===== src/rtl/wb_queue_if.sv =====
// Bundle between the writeback queue, its two result producers, the register
// file write port and the operand-fetch forwarding lookup.
interface wb_queue_if #(
  parameter int DEPTH = 4,
  parameter int DW    = 32,
  parameter int AW    = 5
);
  localparam int CW = $clog2(DEPTH) + 1;

  logic          alu_valid;
  logic [AW-1:0] alu_wn;
  logic [DW-1:0] alu_wd;
  logic          alu_ready;
  logic          mem_valid;
  logic [AW-1:0] mem_wn;
  logic [DW-1:0] mem_wd;
  logic          mem_ready;
  logic          RegWrite;
  logic [AW-1:0] WN;
  logic [DW-1:0] WD;
  logic [AW-1:0] fwd_rn1;
  logic [AW-1:0] fwd_rn2;
  logic          fwd_hit1;
  logic          fwd_hit2;
  logic [DW-1:0] fwd_data1;
  logic [DW-1:0] fwd_data2;
  logic [CW-1:0] count;

  modport master (
    output alu_valid, alu_wn, alu_wd, mem_valid, mem_wn, mem_wd, fwd_rn1, fwd_rn2,
    input  alu_ready, mem_ready, RegWrite, WN, WD, fwd_hit1, fwd_hit2,
           fwd_data1, fwd_data2, count
  );

  modport slave (
    input  alu_valid, alu_wn, alu_wd, mem_valid, mem_wn, mem_wd, fwd_rn1, fwd_rn2,
    output alu_ready, mem_ready, RegWrite, WN, WD, fwd_hit1, fwd_hit2,
           fwd_data1, fwd_data2, count
  );
endinterface


===== src/rtl/wb_queue.sv =====
// Writeback FIFO merging ALU and load results onto the single register-file
// write port, with a youngest-match forwarding lookup over pending writes.
module wb_queue #(
  parameter int DEPTH = 4,
  parameter int DW    = 32,
  parameter int AW    = 5
) (
  input  logic       clk,
  input  logic       rst,
  wb_queue_if.slave  bus
);
  localparam int PW = $clog2(DEPTH);
  localparam int CW = PW + 1;

  logic [AW-1:0] wn_mem [DEPTH];
  logic [DW-1:0] wd_mem [DEPTH];

  logic [PW-1:0] head_q, head_d, tail_q, tail_d;
  logic [CW-1:0] count_q, count_d;
  logic          regwrite_q;
  logic [AW-1:0] wn_q;
  logic [DW-1:0] wd_q;

  logic          alu_ready, mem_ready, alu_enq, mem_enq, pop;
  logic [PW-1:0] mem_slot;

  // Readiness looks only at registered occupancy; the pop of this edge is not credited.
  assign alu_ready = (count_q != CW'(DEPTH));
  assign mem_ready = bus.alu_valid ? (count_q <= CW'(DEPTH - 2)) : alu_ready;
  assign alu_enq   = bus.alu_valid & alu_ready & (bus.alu_wn != '0);
  assign mem_enq   = bus.mem_valid & mem_ready & (bus.mem_wn != '0);
  assign pop       = (count_q != '0);
  assign mem_slot  = tail_q + PW'(alu_enq);

  always_comb begin
    head_d  = head_q + PW'(pop);
    tail_d  = tail_q + PW'(alu_enq) + PW'(mem_enq);
    count_d = count_q + CW'(alu_enq) + CW'(mem_enq) - CW'(pop);
  end

  always_ff @(posedge clk or posedge rst) begin
    if (rst) begin
      head_q     <= '0;
      tail_q     <= '0;
      count_q    <= '0;
      regwrite_q <= 1'b0;
      wn_q       <= '0;
      wd_q       <= '0;
    end else begin
      head_q  <= head_d;
      tail_q  <= tail_d;
      count_q <= count_d;
      if (pop) begin
        regwrite_q <= 1'b1;
        wn_q       <= wn_mem[head_q];
        wd_q       <= wd_mem[head_q];
      end else begin
        regwrite_q <= 1'b0;
      end
    end
  end

  always_ff @(posedge clk) begin
    if (alu_enq) begin
      wn_mem[tail_q] <= bus.alu_wn;
      wd_mem[tail_q] <= bus.alu_wd;
    end
    if (mem_enq) begin
      wn_mem[mem_slot] <= bus.mem_wn;
      wd_mem[mem_slot] <= bus.mem_wd;
    end
  end

  // Entries re-ordered by age: index 0 is the head (oldest).
  logic          live [DEPTH];
  logic [AW-1:0] age_wn [DEPTH];
  logic [DW-1:0] age_wd [DEPTH];

  for (genvar gi = 0; gi < DEPTH; gi++) begin : g_age
    logic [PW-1:0] slot;
    assign slot       = head_q + PW'(gi);
    assign live[gi]   = (CW'(gi) < count_q);
    assign age_wn[gi] = wn_mem[slot];
    assign age_wd[gi] = wd_mem[slot];
  end

  logic [AW-1:0] rn_v   [2];
  logic [1:0]    hit_v;
  logic [DW-1:0] data_v [2];

  assign rn_v[0] = bus.fwd_rn1;
  assign rn_v[1] = bus.fwd_rn2;

  for (genvar gi = 0; gi < 2; gi++) begin : g_fwd
    logic          hit_g;
    logic [DW-1:0] data_g;
    // Scan oldest to youngest so the last match left standing is the youngest.
    always_comb begin
      hit_g  = 1'b0;
      data_g = '0;
      if (regwrite_q && (wn_q == rn_v[gi])) begin
        hit_g  = 1'b1;
        data_g = wd_q;
      end
      for (int i = 0; i < DEPTH; i++) begin
        if (live[i] && (age_wn[i] == rn_v[gi])) begin
          hit_g  = 1'b1;
          data_g = age_wd[i];
        end
      end
      if (rn_v[gi] == '0) begin
        hit_g  = 1'b0;
        data_g = '0;
      end
    end
    assign hit_v[gi]  = hit_g;
    assign data_v[gi] = data_g;
  end

  assign bus.alu_ready = alu_ready;
  assign bus.mem_ready = mem_ready;
  assign bus.RegWrite  = regwrite_q;
  assign bus.WN        = wn_q;
  assign bus.WD        = wd_q;
  assign bus.count     = count_q;
  assign bus.fwd_hit1  = hit_v[0];
  assign bus.fwd_hit2  = hit_v[1];
  assign bus.fwd_data1 = data_v[0];
  assign bus.fwd_data2 = data_v[1];
endmodule


===== src/flat_wrapper.sv =====
// flat-port wrapper written by rule: the top's interface ports become plain ports
module wb_queue_flat 
#(
  parameter int DEPTH = 4,
  parameter int DW    = 32,
  parameter int AW    = 5
)
  (clk, rst, bus_alu_valid, bus_alu_wn, bus_alu_wd, bus_mem_valid, bus_mem_wn, bus_mem_wd, bus_fwd_rn1, bus_fwd_rn2, bus_alu_ready, bus_mem_ready, bus_RegWrite, bus_WN, bus_WD, bus_fwd_hit1, bus_fwd_hit2, bus_fwd_data1, bus_fwd_data2, bus_count);
  wb_queue_if #(.DEPTH(DEPTH), .DW(DW), .AW(AW)) bus_i ();
  input  logic clk;
  input  logic rst;
  input wire logic [$bits(bus_i.alu_valid)-1:0] bus_alu_valid;
  input wire logic [$bits(bus_i.alu_wn)-1:0] bus_alu_wn;
  input wire logic [$bits(bus_i.alu_wd)-1:0] bus_alu_wd;
  input wire logic [$bits(bus_i.mem_valid)-1:0] bus_mem_valid;
  input wire logic [$bits(bus_i.mem_wn)-1:0] bus_mem_wn;
  input wire logic [$bits(bus_i.mem_wd)-1:0] bus_mem_wd;
  input wire logic [$bits(bus_i.fwd_rn1)-1:0] bus_fwd_rn1;
  input wire logic [$bits(bus_i.fwd_rn2)-1:0] bus_fwd_rn2;
  output wire logic [$bits(bus_i.alu_ready)-1:0] bus_alu_ready;
  output wire logic [$bits(bus_i.mem_ready)-1:0] bus_mem_ready;
  output wire logic [$bits(bus_i.RegWrite)-1:0] bus_RegWrite;
  output wire logic [$bits(bus_i.WN)-1:0] bus_WN;
  output wire logic [$bits(bus_i.WD)-1:0] bus_WD;
  output wire logic [$bits(bus_i.fwd_hit1)-1:0] bus_fwd_hit1;
  output wire logic [$bits(bus_i.fwd_hit2)-1:0] bus_fwd_hit2;
  output wire logic [$bits(bus_i.fwd_data1)-1:0] bus_fwd_data1;
  output wire logic [$bits(bus_i.fwd_data2)-1:0] bus_fwd_data2;
  output wire logic [$bits(bus_i.count)-1:0] bus_count;
  assign bus_i.alu_valid = bus_alu_valid;
  assign bus_i.alu_wn = bus_alu_wn;
  assign bus_i.alu_wd = bus_alu_wd;
  assign bus_i.mem_valid = bus_mem_valid;
  assign bus_i.mem_wn = bus_mem_wn;
  assign bus_i.mem_wd = bus_mem_wd;
  assign bus_i.fwd_rn1 = bus_fwd_rn1;
  assign bus_i.fwd_rn2 = bus_fwd_rn2;
  assign bus_alu_ready = bus_i.alu_ready;
  assign bus_mem_ready = bus_i.mem_ready;
  assign bus_RegWrite = bus_i.RegWrite;
  assign bus_WN = bus_i.WN;
  assign bus_WD = bus_i.WD;
  assign bus_fwd_hit1 = bus_i.fwd_hit1;
  assign bus_fwd_hit2 = bus_i.fwd_hit2;
  assign bus_fwd_data1 = bus_i.fwd_data1;
  assign bus_fwd_data2 = bus_i.fwd_data2;
  assign bus_count = bus_i.count;
  wb_queue #(.DEPTH(DEPTH), .DW(DW), .AW(AW)) u_core (.clk(clk), .rst(rst), .bus(bus_i));
endmodule

===== config.mk =====
export PLATFORM = sky130hd
export DESIGN_NAME = wb_queue_flat
export DESIGN_NICKNAME = d
export VERILOG_FILES = /design/src/rtl/wb_queue_if.sv /design/src/rtl/wb_queue.sv /design/src/flat_wrapper.sv
export SDC_FILE = /design/constraint.sdc
export NUM_CORES = 1
export LEC_CHECK = 0
export ABC_AREA = 1
export BUFFER_PORTS_ARGS = -buffer_cell sky130_fd_sc_hd__buf_4
export CORE_MARGIN = 8
export CORE_UTILIZATION = 40
export DETAILED_ROUTE_END_ITERATION = 6
export HOLD_SLACK_MARGIN = 0.06
export PLACE_DENSITY_LB_ADDON = 0.25
export SETUP_SLACK_MARGIN = 0.4
export SYNTH_ARGS = -nofsm -noshare
export SYNTH_HDL_FRONTEND = slang
export SYNTH_SLANG_ARGS = --single-unit
export TNS_END_PERCENT = 10

===== constraint.sdc =====
create_clock -name clk -period 5.1 [get_ports clk]
set_input_delay 0.255 -clock clk [delete_from_list [all_inputs] [get_ports clk]]
set_output_delay 0.255 -clock clk [all_outputs]
set_load 0.03 [all_outputs]

# ---- Yosys cells after proc, flatten, opt, wreduce, memory -nomap -nowiden
# Memories as Yosys holds them, arrays and structs flattened.
# Cells that the tools add are included.
dict set report word_totals {
  regBits 45
  mem_bits_rw 148
  input_bits 88
  out_inout_bits 109
  memories 2
}
# memory depth word_bits read_ports rd_ports_with_merged_regs write_ports line_no
set mem_list {}
lappend mem_list {u_core.wd_mem 4 32 4 0 2 wb_queue.sv:16} ;# logic [DW-1:0] wd_mem [DEPTH];
lappend mem_list {u_core.wn_mem 4 5 4 0 2 wb_queue.sv:15} ;# logic [AW-1:0] wn_mem [DEPTH];
dict set report classes {
  n_addsub 9
  magnitude_cmp 5
  n_eq_ne 11
  n_mux 30
  bitwise 4
  reduce_logical 15
}
# cell count
set ops {}
lappend ops {{32-bit two-way mux} 12}
lappend ops {{5-bit == test} 10}
lappend ops {{1-bit two-way mux} 18}
lappend ops {{1-bit logical AND} 10}
lappend ops {{5-bit logical NOT} 2}
lappend ops {{5-bit nonzero test} 2}
lappend ops {{2-bit by 1-bit adder with 2-bit output} 3}
lappend ops {{3-bit by 1-bit adder with 3-bit output} 2}
lappend ops {{1-bit by 3-bit < comparator with 1-bit output (first input constant)} 2}
lappend ops {{2-bit by 3-bit < comparator with 1-bit output (first input constant)} 2}
lappend ops {{2-bit adder (second input constant)} 2}
lappend ops {{1-bit bitwise AND} 4}
lappend ops {{3-bit by 2-bit less-or-equal comparator with 1-bit output (second input constant)} 1}
lappend ops {{3-bit != test (second input constant)} 1}
lappend ops {{3-bit nonzero test} 1}
lappend ops {{3-bit by 1-bit subtractor with 3-bit output} 1}
lappend ops {{2-bit by 1-bit adder with 2-bit output (second input constant)} 1}

# ---- Depth between registers and ports, before layout
# Gate-level depths: netlist of the first run.
dict set report depth {
  depth_word 8
  mapped_depth 17
}

# ---- Least setup slack after synthesis of the first run
# OpenSTA, ideal clock, no wires.
dict set report synth_path {
  path_type {flip-flop to flip-flop}
  from {reg u_core.count_q[0] (netlist: u_core.bus.count[0])}
  to {mem u_core.wd_mem[2][0], enable pin}
  setup_time_ns 0.487
  arrival_time_ns 3.900
  required_time_ns 4.613
  path_slack_ns 0.713
  path_stages_with_launch 5
  n_path_buf 0
  period_less_slack_ns 4.387
  cell_sequence {dfrtp_1 -> nor2_1 -> nand2_1 -> nand3_1 -> o31ai_1}
}
# item line_no
set synth_lines {}
lappend synth_lines {{from (decl)} wb_queue.sv:19} ;# logic [CW-1:0] count_q, count_d;
lappend synth_lines {{from (signal assigned)} wb_queue.sv:52} ;# count_q <= count_d;
lappend synth_lines {{to (decl)} wb_queue.sv:16}

# ---- Worst setup path in the final report of the first run
dict set report layout_path {
  from {reg u_core.head_q[0]}
  to {out bus_fwd_data1[1]}
}
dict set report layout_via {
  elab_chain_cells 8
  elab_cells_between_ends 18
}
# item line_no
set layout_rtl {}
lappend layout_rtl {{from (decl)} wb_queue.sv:18} ;# logic [PW-1:0] head_q, head_d, tail_q, tail_d;
lappend layout_rtl {{from (signal assigned)} wb_queue.sv:43} ;# head_q <= '0;
lappend layout_rtl {{from (signal assigned)} wb_queue.sv:50} ;# head_q <= head_d;
lappend layout_rtl {{2-bit by 1-bit adder with 2-bit output / memory read 4 x 5 bit (equally long branches)} --}
lappend layout_rtl {{memory read 4 x 5 bit / 5-bit == test (equally long branches)} --}
lappend layout_rtl {{5-bit == test / 1-bit logical AND (equally long branches)} wb_queue.sv:106} ;# if (live[i] && (age_wn[i] == rn_v[gi])) begin
lappend layout_rtl {{1-bit logical AND / 32-bit two-way mux (equally long branches)} wb_queue.sv:106}
lappend layout_rtl {{32-bit two-way mux (2 in series)} wb_queue.sv:106}
lappend layout_rtl {{32-bit two-way mux (*)} wb_queue.sv:106}
lappend layout_rtl {{32-bit two-way mux (*)} wb_queue.sv:111} ;# if (rn_v[gi] == '0) begin
lappend layout_rtl {{to (decl)} flat_wrapper.sv:27} ;# output wire logic [$bits(bus_i.fwd_data1)-1:0] bus_fwd_data1;
# Mark *: on every way between the ends. The rest lies on a longest branch, timed or not.

==> key figures, run 1 <==
Routing
  – 1st-iter DRT viols: 2394
  – Router iterations before antenna repair: 7
  – DR vias: 17.2k
  – Number of remaining DRC errors: 1
  – DR WL/cell: a little under 20 um
  – Vias per cell: 5.47
  – Drt total wl: roughly 62000 um
  – ANT nets after route: 0

Place
  – HPWL after detailed placement: 45800 um
  – RD Place Congestion: approximately 0.94
  – Port buffer count: between 150 and 200
  – Placed inst area: 17600 sq um

Synth
  – Synthesized area: 15800 sq um
  – YS warnings: 0
  – Synth cell types: 35
  – FFs w/ async S/R, synth: 0.233
  – Avg Synthesized Cell Area: 6.26 sq um
  – Top_reg_cell synth: edfxtp_1
  – Synth Net Count: roughly 2.6k
  – Synthesized instance count: 2529
  – EDFF count, synth: 148
  – Seq/Total Area, Yosys: 0.352
  – Number of synthesized register bits: 193

Run status
  – Failing checks: DRC
  – Outcome: finished, violations left

Die
  – Die W: roughly 210 um
  – Num rows: 73
  – Die Height: 215 um
  – I/O Pins: 197
  – CORE AREA: 39400 sq um
  – Die area: 46200 sq um
  – Starting Density: 0.402

STA
  – Slew headroom: 0.116
  – Max Clk Rate: 0.223 GHz
  – Clock period minus worst slack: 4.48 ns
  – Layout Skew: 0.00949 ns
  – Final Hold Fails: 0
  – RSZ-0062 raised after global routing: yes
  – Setup violations, final: 0
  – Total Neg Setup Slack: 0 ns
  – Fin crit share: 0.879
  – Worst-Margin Slew: 1.32 ns
  – Slew Viols, Final: 0

Power and ir drop
  – Leak Pwr: 8.75 nW
  – Worst VDD drop: about 0.55 mV
  – Pwr per Cell Area: 793 nW/um^2

Finish
  – Commonest non-fill, non-tap cell in the layout: nand2_1
  – Area of the multi-input gates: 8710 sq um
  – Final-stage net count: 2700
  – Design area: 18200 sq um
  – Layout cells sized above 1: 0.116
  – Syn-to-layout area delta: 15.2%
  – Seq. cell area: 5580 sq um
  – # fillers: roughly 4k
  – Most frequent cells in the layout: nand2_1, o21ai_0, nor2_1
  – # diodes: 0

Critical path
  – Cell breakdown of the critical path: clkinv_2 -> nand2_1 -> nand3_1 -> nand2_1 -> o21ai_0 -> nor2_2 -> nand3_1 -> buf_4 -> nand2_1 -> nand3_1 -> nand2_1 -> a21oi_1 -> buf_4
  – Data arrival, critical path: 4.23 ns
  – Element type at the critical path start: register
  – Critical path's slowest cell: nand3_1
  – Buf/Inv on CP: 3
  – Most used cell, CP: nand2_1
  – Worst Path Class, Setup: reg -> out
  – CP required: a little under 5 ns
  – Slowest stage delay, CP: slightly below 0.9 ns
  – CP delay by family, top: simple AND/OR/NAND/NOR gates
  – Endpoint type of the worst setup path: output pin
  – CP max FO: 33

Global routing
  – First-pass GRT wire length: between 90000 and 100000 um
  – Vias in the first global route: 14.8k
  – Initial antenna violation count: 0
  – Total grt overflow: 0
  – Pin count of the biggest net entering global routing: around 130
  – Total GRT Usage: 0.258

Clock network
  – CTS sink cnt: 193
  – TritonCTS clock tree: built
  – Worst-path clk slew: 0.08 ns
  – Clock buffer depth: 2
  – H-tree lvl count: 4
  – Total CTS buffers: 17
  – Clock Latency Late Sink: 0.47 ns
  – Clock Tree Root: clkbuf_16

Flow run
  – Max Cap Viol: 0

Worst hold path
  – Hold Path Class: in -> reg
## final timing paths
| check | start | end | slack (ns) | cells past startpoint |
|---|---|---|---|---|
| worst max-delay path | u_core.head_q[0] | bus_fwd_data1[1] | 0.62 | 13 |
| worst min register to register | u_core.bus.WN[4] | u_core.bus.WN[4] | 0.58 | 2 |
| min in group asynchronous | rst | u_core.bus.RegWrite | 0.54 | 4 |
| worst min-delay path | bus_alu_wd[12] | u_core.wd_mem[0][12] | 0.09 | 3 |
| max in group asynchronous | rst | u_core.head_q[1] | 4.01 | 4 |
| worst max register to register | u_core.bus.count[0] | u_core.wd_mem[1][16] | 1.37 | 10 |
## worst min-delay path: stages
cell,delay [ns]
buf_4,0.10
nand2_1,0.04
o21ai_0,0.05
## area by class of cell
type                    instances  area share
inverters                     235      0.0486
repair buffers                235      0.0969
well taps                     525      0.0360
clock inverters                14      0.0117
flip-flops and latches        193       0.306
clock buffers                  17      0.0233
multi-input cells            1922       0.478
## synthesized netlist by cell type (5+ instances only)
cell / number / share of area
edfxtp_1: 148 / 0.28
clkbuf_1: 112 / 0.027
buf_4: 11 / 0.0052
o21ai_1: 38 / 0.012
buf_2: 44 / 0.014
inv_1: 231 / 0.055
nand4_1: 70 / 0.028
dfrtp_1: 45 / 0.071
a21oi_1: 73 / 0.023
nand3_1: 147 / 0.046
ha_1: 6 / 0.0047
nor2_1: 287 / 0.068
or2_2: 5 / 0.0020
xor2_1: 15 / 0.0083
or2_1: 27 / 0.011
buf_1: 11 / 0.0026
nand2_1: 800 / 0.19
o21ai_0: 425 / 0.13
## metrics by stage
step / std cells / setup WS (ns) / hold slack, ns / power [mW] / utilization
after floorplan: 2529 / 0.713 / 0.446 / 9.22 / -
after global placement: 3108 / 0.955 / 0.488 / 12.6 / 0.446
after detailed placement: 3108 / 0.987 / 0.502 / 12.7 / 0.446
after CTS: 3140 / 0.473 / 0.0724 / 14.2 / 0.463
after global routing: 3141 / 0.399 / 0.0906 / 15.4 / 0.463
final: 3141 / 0.617 / 0.0918 / 14.5 / 0.463
## state kept, by name, indices dropped and copies added (netlist names)
register	flops
u_core.bus.count	3
u_core.wd_mem	128
u_core.tail_q	2
u_core.bus.WD	32
u_core.head_q	2
u_core.bus.RegWrite	1
u_core.bus.WN	5
u_core.wn_mem	20
## cells by family after synthesis
family	count (synthesis)	synth area share
simple gates	1347	0.350
compound gates	546	0.174
buf+inv	415	0.105
flops	193	0.352
xor+xnor	18	0.00996
fa+ha+maj	8	0.00727
mux	2	0.00126
## layer usage
metal | track usage | routed length, um
met2 | 0.339 | 24000
met3 | 0.0473 | 7340
met4 | 0.0660 | 1220
met5 | 0 | 0
met1 | 0.416 | 29700
## what timing repair did
item                                   4_1_cts  5_1_grt
setup buffers                                0        0
setup endpoints to repair                    0       40
endpoints found under the hold margin       45        0
hold buffers                                 1        0
gates resized for setup                      0        3
## where the power goes
part           leakage, nW  switching [mW]  internal, mW
registers             1.92           0.431          2.61
clock network        0.314           0.703         0.801
logic                 6.52            7.35          2.57
total                 8.75            8.48          5.98
No activity file was read; power rests on OpenSTA's default activity.
==> run 2: changes to the inputs <==
- CAP_MARGIN: default -> 20
- CTS_BUF_LIST: default -> sky130_fd_sc_hd__clkbuf_4 sky130_fd_sc_hd__clkbuf_8 sky130_fd_sc_hd__clkbuf_16
- TNS_END_PERCENT: 10 -> default
==> run 2 against run 1 <==
The flow still finishes with violations (DRC). Cell area up 0.40%. Setup slack got worse by 0.013 ns. Fmax is 0.29% lower. Power rose by 0.40%. Die area unchanged. Clock power barely moved. Critical path type unchanged. Largest cell class unchanged.
==> key figures, run 2 (synthesis gave the netlist of run 1 again) <==
Routing
  – DR vias: 17.1k
  – Drt total wl: 62500 um
  – ANT nets after route: 0
  – Number of remaining DRC errors: 1
  – Router iterations before antenna repair: 7
  – Vias per cell: 5.44
  – 1st-iter DRT viols: 2407
  – DR WL/cell: 19.9 um

Die
  – Die Height: 215 um
  – CORE AREA: 39400 sq um
  – I/O Pins: about 200
  – Die area: 46200 sq um
  – Num rows: 73
  – Die W: 215 um
  – Starting Density: 0.402

Clock network
  – Worst-path clk slew: approximately 0.070 ns
  – CTS sink cnt: between 150 and 200
  – TritonCTS clock tree: built
  – Clock Tree Root: clkbuf_16
  – Clock Latency Late Sink: around 0.47 ns
  – H-tree lvl count: 4
  – Total CTS buffers: 17
  – Post-CTS setup buffer count: 0
  – Clock buffer depth: 2

Power and ir drop
  – Leak Pwr: 8.78 nW
  – Sequential power share: 0.209
  – Pwr per Cell Area: ~790 nW/um^2
  – Logic gate share of total power: 0.687
  – Internal power: between 6 and 7 mW
  – Switching share of power: 0.586
  – Clock network fraction of design power: 0.103
  – NetSw: between 8 and 9 mW
  – Worst VDD drop: approximately 0.5 mV

Global routing
  – Pin count of the biggest net entering global routing: roughly 130
  – First-pass GRT wire length: 93100 um
  – Initial antenna violation count: 1
  – Total GRT Usage: 0.259
  – Total grt overflow: 0
  – Vias in the first global route: between 10k and 15k

STA
  – Setup violations, final: 0
  – Layout Skew: approximately 0.013 ns
  – Final Hold Fails: 0
  – Fin crit share: 0.882
  – Max Clk Rate: 0.222 GHz
  – RSZ-0062 raised after global routing: no
  – Total Neg Setup Slack: 0 ns
  – Slew headroom: 0.358
  – Slew Viols, Final: 0
  – Worst-Margin Slew: 0.961 ns
  – Clock period minus worst slack: 4.50 ns

Critical path
  – Buf/Inv on CP: 2
  – FF-to-FF Start: u_core.bus.count[0]
  – Data arrival, critical path: 4.24 ns
  – Cell breakdown of the critical path: clkinv_2 -> nand2_1 -> nand2_4 -> o21ai_0 -> xor2_1 -> nor2_1 -> nand2_2 -> nor2_4 -> nor2_1 -> a21oi_1 -> buf_4
  – CP required: 4.85 ns
  – Most used cell, CP: nor2_1
  – Slowest stage delay, CP: 0.80 ns
  – Critical path's slowest cell: nor2_4
  – FF-to-FF End: u_core.wd_mem[1][9]
  – CP max FO: 33
  – R2r worst-path depth: 10
  – CP delay by family, top: simple AND/OR/NAND/NOR gates
  – Endpoint type of the worst setup path: output pin
  – Element type at the critical path start: register
  – R2R Setup Slk: 1.35 ns
  – Worst Path Class, Setup: reg -> out
  – Crit. path cell count: 11

Worst hold path
  – WHS Endpoint: u_core.wd_mem[0][19]
  – Hold Crit Depth: 3
  – HP Start: bus_alu_wd[19]
  – Hold Path Class: in -> reg

Finish
  – Design area: about 18000 sq um
  – Commonest non-fill, non-tap cell in the layout: nand2_1
  – Most frequent cells in the layout: nand2_1, o21ai_0, nor2_1
  – Layout cells sized above 1: 0.117
  – Final-stage net count: 2703
  – Top reg by flops: u_core.wd_mem
  – Syn-to-layout area delta: 15.6%
  – Final Util: 0.465
  – Max FFs per register: between 100 and 150

Run status
  – Outcome: finished, violations left
  – Failing checks: DRC

Flow run
  – Max Cap Viol: 0

Place
  – Placed inst area: 17600 sq um
  – RD Place Congestion: roughly 0.94
  – Port buffer count: 196
  – HPWL after detailed placement: around 46000 um
-- run 2: cell types whose count changed in the layout (fill, tap and decap cells not counted) --
| cell | previous run | this run |
|---|---|---|
| buf_8 | 0 | 1 |
| o21ai_1 | 39 | 38 |
| buf_16 | 0 | 2 |
| diode_2 | 0 | 1 |
| inv_6 | 4 | 3 |
| clkinv_4 | 0 | 1 |
| o21ai_0 | 422 | 423 |
-- run 2: worst max path at each step --
| stage | slack, ns | startpoint | end |
|---|---|---|---|
| after floorplan | 0.71 | u_core.bus.count[0] | u_core.wd_mem[2][0] |
| after global placement | 0.96 | u_core.head_q[0] | bus_fwd_data1[1] |
| after detailed placement | 0.98 | u_core.head_q[0] | bus_fwd_data1[25] |
| after CTS | 0.46 | u_core.head_q[0] | bus_fwd_data1[25] |
| after global routing | 0.41 | u_core.head_q[0] | bus_fwd_data2[0] |
| final | 0.60 | u_core.head_q[0] | bus_fwd_data2[4] |
-- run 2: power groups by stage --
stage	combinational, mW	sequential, mW	clock [mW]
6_report	9.98	3.04	1.50
5_1_grt	10.8	3.11	1.56
4_1_cts	9.66	3.03	1.51
3_5_place_dp	9.64	3.06	0
3_3_place_gp	9.51	3.05	0
2_1_floorplan	5.99	3.23	0
-- run 2: timing repair --
action | 4_1_cts | 5_1_grt
setup endpoints to repair | 0 | 18
hold endpoints to repair | 45 | 0
resized for setup | 0 | 2
hold buffers | 1 | 0
-- run 2: area by class of cell --
cell class              count  area [sq um]
clock inverters            14           214
flip-flops and latches    193          5580
well taps                 525           657
fillers                  3978         21100
multi-input cells        1922          8710
diodes                      1          2.50
inverters                 235           886
repair buffers            238          1840
clock buffers              17           425
-- run 2: worst reg2reg max path, cell delays in order (launching register included) --
cell	delay [ns]
dfrtp_1	0.44
nor2_1	0.18
nand2_1	0.27
nand3_1	0.18
buf_4	0.18
inv_1	0.08
ha_1	0.19
xnor2_1	0.43
nand3_2	0.58
o21ai_4	0.47
buf_4	0.41
-- run 2: per-layer routing --
layer  GRT usage  wire (um)  up-vias
met5           0          0        -
li1            -          -     8367
met1       0.413      30300     7715
met4      0.0686       1290        0
met3      0.0552       6960       69
met2       0.338      24000      948
-- run 2: stage by stage --
stage | cells | total power [mW] | hold slack [ns] | worst slack [ns]
finish | 3145 | 14.5 | 0.0938 | 0.604
global route | 3145 | 15.4 | 0.0917 | 0.407
CTS | 3141 | 14.2 | 0.0733 | 0.461
detailed placement | 3109 | 12.7 | 0.504 | 0.977
global placement | 3108 | 12.6 | 0.488 | 0.955
floorplan | 2529 | 9.22 | 0.446 | 0.713
